### src/rtl/regfile_pkg.sv
// Shared sizing constants and types for the register-file read/scoreboard slice.
package regfile_pkg;
  localparam int DATA_W   = 64;
  localparam int ADDR_W   = 5;
  localparam int NREGS    = 32;
  localparam int ZERO_REG = 31;

  typedef logic [ADDR_W-1:0] reg_addr_t;
  typedef logic [DATA_W-1:0] reg_data_t;
endpackage

### src/rtl/regfile_entry.sv
// One architectural register: storage word plus in-flight-write busy bit.
import regfile_pkg::*;

module regfile_entry (
  input  logic      clk,
  input  logic      reset_n,
  input  logic      wr_en,
  input  reg_data_t wr_data,
  input  logic      busy_set,
  input  logic      busy_clr,
  output reg_data_t data,
  output logic      busy
);

  always_ff @(posedge clk or negedge reset_n) begin
    if (!reset_n) begin
      data <= '0;
      busy <= 1'b0;
    end else begin
      if (wr_en) data <= wr_data;
      // A new writer claiming the register outranks the old writer retiring.
      if (busy_set)      busy <= 1'b1;
      else if (busy_clr) busy <= 1'b0;
    end
  end

endmodule

### src/rtl/regfile_read_scoreboard.sv
// Dual read port register file with busy-bit scoreboard and writeback bypass.
import regfile_pkg::*;

module regfile_read_scoreboard (
  input  logic      clk,
  input  logic      reset_n,
  input  logic      rd_valid,
  output logic      rd_ready,
  input  reg_addr_t rd_addr_a,
  input  reg_addr_t rd_addr_b,
  input  logic      rd_dest_en,
  input  reg_addr_t rd_dest,
  output reg_data_t rd_data_a,
  output reg_data_t rd_data_b,
  output logic      rd_data_vld,
  input  logic      wr_en,
  input  reg_addr_t wr_addr,
  input  reg_data_t wr_data
);

  reg_data_t        word_arr [NREGS];
  logic [NREGS-1:0] busy_vec;
  logic [NREGS-1:0] wr_hit;
  logic [NREGS-1:0] busy_set;
  logic [NREGS-1:0] eff_busy;
  logic             accept;
  reg_data_t        data_a_next;
  reg_data_t        data_b_next;
  reg_data_t        data_a_reg;
  reg_data_t        data_b_reg;
  logic             vld_reg;

  assign eff_busy = busy_vec & ~wr_hit;
  assign rd_ready = ~eff_busy[rd_addr_a] & ~eff_busy[rd_addr_b] &
                    ~(rd_dest_en & eff_busy[rd_dest]);
  assign accept   = rd_valid & rd_ready;

  genvar gi;
  generate
    for (gi = 0; gi < NREGS; gi++) begin : g_reg
      assign wr_hit[gi]   = wr_en & (wr_addr == reg_addr_t'(gi));
      assign busy_set[gi] = accept & rd_dest_en & (rd_dest == reg_addr_t'(gi));
      if (gi == ZERO_REG) begin : g_zero
        // XZR has no storage: always zero and never tracked as busy.
        assign word_arr[gi] = '0;
        assign busy_vec[gi] = 1'b0;
      end else begin : g_entry
        regfile_entry u_entry (
          .clk      (clk),
          .reset_n  (reset_n),
          .wr_en    (wr_hit[gi]),
          .wr_data  (wr_data),
          .busy_set (busy_set[gi]),
          .busy_clr (wr_hit[gi]),
          .data     (word_arr[gi]),
          .busy     (busy_vec[gi])
        );
      end
    end
  endgenerate

  function automatic reg_data_t read_port(input reg_addr_t addr);
    if (addr == reg_addr_t'(ZERO_REG))  return '0;
    else if (wr_en && wr_addr == addr)  return wr_data;
    else                                return word_arr[addr];
  endfunction

  always_comb begin
    data_a_next = data_a_reg;
    data_b_next = data_b_reg;
    if (accept) begin
      data_a_next = read_port(rd_addr_a);
      data_b_next = read_port(rd_addr_b);
    end
  end

  always_ff @(posedge clk or negedge reset_n) begin
    if (!reset_n) begin
      data_a_reg <= '0;
      data_b_reg <= '0;
      vld_reg    <= 1'b0;
    end else begin
      data_a_reg <= data_a_next;
      data_b_reg <= data_b_next;
      vld_reg    <= accept;
    end
  end

  assign rd_data_a   = data_a_reg;
  assign rd_data_b   = data_b_reg;
  assign rd_data_vld = vld_reg;

endmodule

### config.mk
export PLATFORM = sky130hd
export DESIGN_NAME = regfile_read_scoreboard
export DESIGN_NICKNAME = d
export VERILOG_FILES = /design/src/rtl/regfile_pkg.sv /design/src/rtl/regfile_entry.sv /design/src/rtl/regfile_read_scoreboard.sv
export SDC_FILE = /design/constraint.sdc
export NUM_CORES = 2
export LEC_CHECK = 0
export CAP_MARGIN = 20
export CORE_ASPECT_RATIO = 0.6
export CORE_MARGIN = 5
export CORE_UTILIZATION = 50
export DETAILED_ROUTE_END_ITERATION = 6
export PLACE_DENSITY = 0.65
export SYNTH_ARGS = -nofsm -noshare
export SYNTH_HDL_FRONTEND = slang
export SYNTH_SLANG_ARGS = --single-unit
### constraint.sdc
create_clock -name clk -period 2.5 [get_ports clk]
set_input_delay 0.25 -clock clk [delete_from_list [all_inputs] [get_ports clk]]
set_output_delay 0.25 -clock clk [all_outputs]
set_load 0.01 [all_outputs]
==> reports/results.ini <==
[global_route]
grt_pass1_wl_um = 577000
antenna_found_initial = 2
grtUsageTotal_pct = 32.9
globalRouteOverflowTotal = 0
grt_use_met1_pct = 47.6
grt_pass1_vias = 79200
grt_max_degree = 126
met2_usage_pct = 50.4
grt.busiest_layer = met2
grt_use_met3_pct = 6.34

[power]
power_mw = 108
leakagePower_nw = 60.0
p_per_area_mw_per_mm2 = 786
peakVddDrop_v = 0.000550

[die]
coreArea_mm2 = 0.226
std_cell_rows = 135
initial_core_util_pct = 50.4
die_h_um = 380
dieArea_mm2 = 0.238
die_x_um = 626
io_pins = 219

[worst_setup_path]
crit_chain = buf_4 > o211ai_1 > o2111ai_1 > o311ai_0 > o21ai_0 > o22ai_1 > buf_4 > and2_4 > buf_6
r2r_start = g_reg[17].g_entry.u_entry.busy
start_kind = flop
crit_path_frequent_cell = buf_4
required_ns = 2.25
max_stage_delay_ns = 0.41
setup.worst_path.start = g_reg[22].g_entry.u_entry.busy
path_max_fanout = 2
crit_arrival_ns = 2.72
cp_slowest_cell = dfrtp_1
path_class = flop to output port
reg2reg_depth = 15
setup.worst_path.end_class = output port

[synth]
synth-edff-count = 0
yosysMostFrequentCell = dfrtp_1
ys.flop_type = dfrtp_1
syn_nets = 7772
syn_inst = 7683
postSynthAreaPerCell_um2 = 14.8
synth_area_leaders = dfrtp_1 47%, mux4_2 23%, mux2_2 18%, nand2_1 2.4%, mux2i_1 2.4%
synth_top_area_share_pct = 47.1
synth_common_cells = 2144 x dfrtp_1, 1852 x mux2_2, 1152 x mux4_2, 740 x nand2_1, 655 x clkbuf_1
synth_cell_types = 63
async_flop_share_pct = 100
yosysTopAreaCell = dfrtp_1
synth-seq-cells = 2144
yosys_warnings = 0
yosysSeqAreaShare_pct = 47.1
syn-cell-area_mm2 = 0.114

[route]
drt-total-wl_um = 392000
vias = 76500
avgRoutedWirePerCell_um = 34.1
drtPass1Iterations = 5
drc_errors = 0
ant_nets = 0
vias_per_cell = 6.65
drt_first_iter_violations = 8018

[clock_tree]
cts_root_buffer = clkbuf_16
htreeDepth = 4
clkSinkCount = 2144
cts_buffer_depth = 4
cts.reportedPaths.clkPinSlew_ns = 0.07
cts_tree = built
clk_latency_ns = 0.87
cts_made_buffers = 210

[layout]
seqCellArea_mm2 = 0.0537
nNetsFinal = 8421
syn2layout_area_growth_pct = 20.4
drive_gt1_share_pct = 53.6
multiInputGateArea_mm2 = 0.0579
fill_cells = 16800
final_cells = 11500

[sta]
rsz0062_at_grt = yes
hold_viol = 0
fin_crit_ns = 2.97
max_slew_margin_pct = 18.3
fin_crit_sh_pct = 119
tightest_slew_ns = 1.23
maxSlewViolCount = 0
finClkSkew_ns = 0.0457
post-route-worst-setup-slack_ns = -0.473
fmax_ghz = 0.336
finalSetupViolations = 161

[hold_path]
holdCritStartpoint = wr_addr[3]
hp-class = primary input to flop
whs_path_depth = 6

[placement]
dpl.cell_count = 11100
gp_congestion = 0.898
dp_hpwl_um = 255000
port_buffers = 218
pre_cts_ws_ns = -1.20

[outcome]
outcome = finished, violations left
violations = negative setup slack

[run]
drv_cap = 0

-- routing by layer --
metal,vias to the layer above,wire (µm)
li1,30600,-
met1,41500,163000
met2,3551,181000
met3,805,31500
met4,2,16400
met5,-,7
-- kinds of logic after synthesis --
family	Yosys count	synth area share [%]
AOI/OAI and AO/OA	394	2.29
xor gates and xnor gates	10	0.0769
buffers and inverters	830	2.86
DFF	2144	47.1
muxes	3341	44.3
and+or+nand+nor	964	3.37
-- repair_timing --
| action | CTS | global route |
|---|---|---|
| endpoints found under the hold margin | 1347 | 0 |
| gates resized for setup | 112 | 68 |
| pin swaps | 15 | 29 |
| hold buffers | 3 | 0 |
| setup buffers | 20 | 13 |
| gates cloned | 16 | 0 |
| endpoints found under the setup margin | 155 | 180 |
-- path summary, 6_finish.rpt --
kind / slack, ns / end
max: -0.47 / rd_ready
max in group asynchronous: 0.56 / g_reg[1].g_entry.u_entry.data[57]
min reg2reg: 0.50 / g_reg[6].g_entry.u_entry.data[26]
min: 0.11 / g_reg[0].g_entry.u_entry.busy
max reg2reg: -0.41 / rd_data_a[45]
min in group asynchronous: 0.52 / g_reg[14].g_entry.u_entry.data[1]
-- worst max-delay path, delay by kind of cell, from the launching register on --
family | cells | cell delay, ns
AOI/OAI and AO/OA | 5 | 0.88
DFF | 1 | 0.41
buffers and inverters | 3 | 0.40
and+or+nand+nor | 1 | 0.16
-- cells in the final DEF, fill, tap and decap left out, types with 8 or more instances in the layout --
cell,n
a211oi_1,130
a21oi_1,10
buf_12,349
buf_16,12
buf_4,635
buf_6,32
buf_8,14
bufinv_16,21
clkbuf_1,41
clkbuf_16,215
clkbuf_8,41
clkdlybuf4s50_1,203
clkinv_2,35
dfrtp_1,2144
mux2_2,1847
mux2_4,73
mux2i_1,269
mux4_2,1152
nand2_1,729
nand2_4,11
nand3_1,10
nor2_1,138
nor2_4,21
o2111ai_1,12
o211ai_1,27
o21ai_0,137
o21ai_1,10
o21ai_2,8
o31ai_4,27
xor2_1,8
-- sequential cells by signal, indices dropped and copies added (netlist names) --
| signal | count |
|---|---|
| g.g_entry.u_entry.busy | 31 |
| g.g_entry.u_entry.data | 1984 |
| rd_data_a | 64 |
| rd_data_b | 64 |
| rd_data_vld | 1 |
-- final cells by class --
type / instances / share of cell area, %
Multi-Input combinational cell: 4709 / 42.2
Timing Repair Buffer: 1255 / 10.8
Tap cell: 3014 / 2.75
Clock buffer: 296 / 4.44
Inverter: 12 / 0.0474
Sequential cell: 2144 / 39.1
Clock inverter: 67 / 0.652
Antenna cell: 1 / 0.00182
-- power breakdown --
group | switching, mW | leakage (nW) | total, mW | internal, mW
Combinational | 10.4 | 29.0 | 27.0 | 16.6
Clock | 14.4 | 3.44 | 33.4 | 19.0
Sequential | 5.42 | 27.5 | 47.4 | 42.0
-- stage by stage --
step           setup TNS, ns  util, %  hold slack [ns]  instance area, µm²
2_1_floorplan          -7.26        -          -0.0456              114000
3_3_place_gp         -467.52     56.9            0.189              129000
3_5_place_dp         -503.31     56.9            0.190              129000
4_1_cts               -43.44     60.5            0.149              137000
5_1_grt               -57.66     60.6            0.128              137000
6_report              -41.13     60.6            0.114              137000
Note: power is estimated with default switching activity, not from simulation.
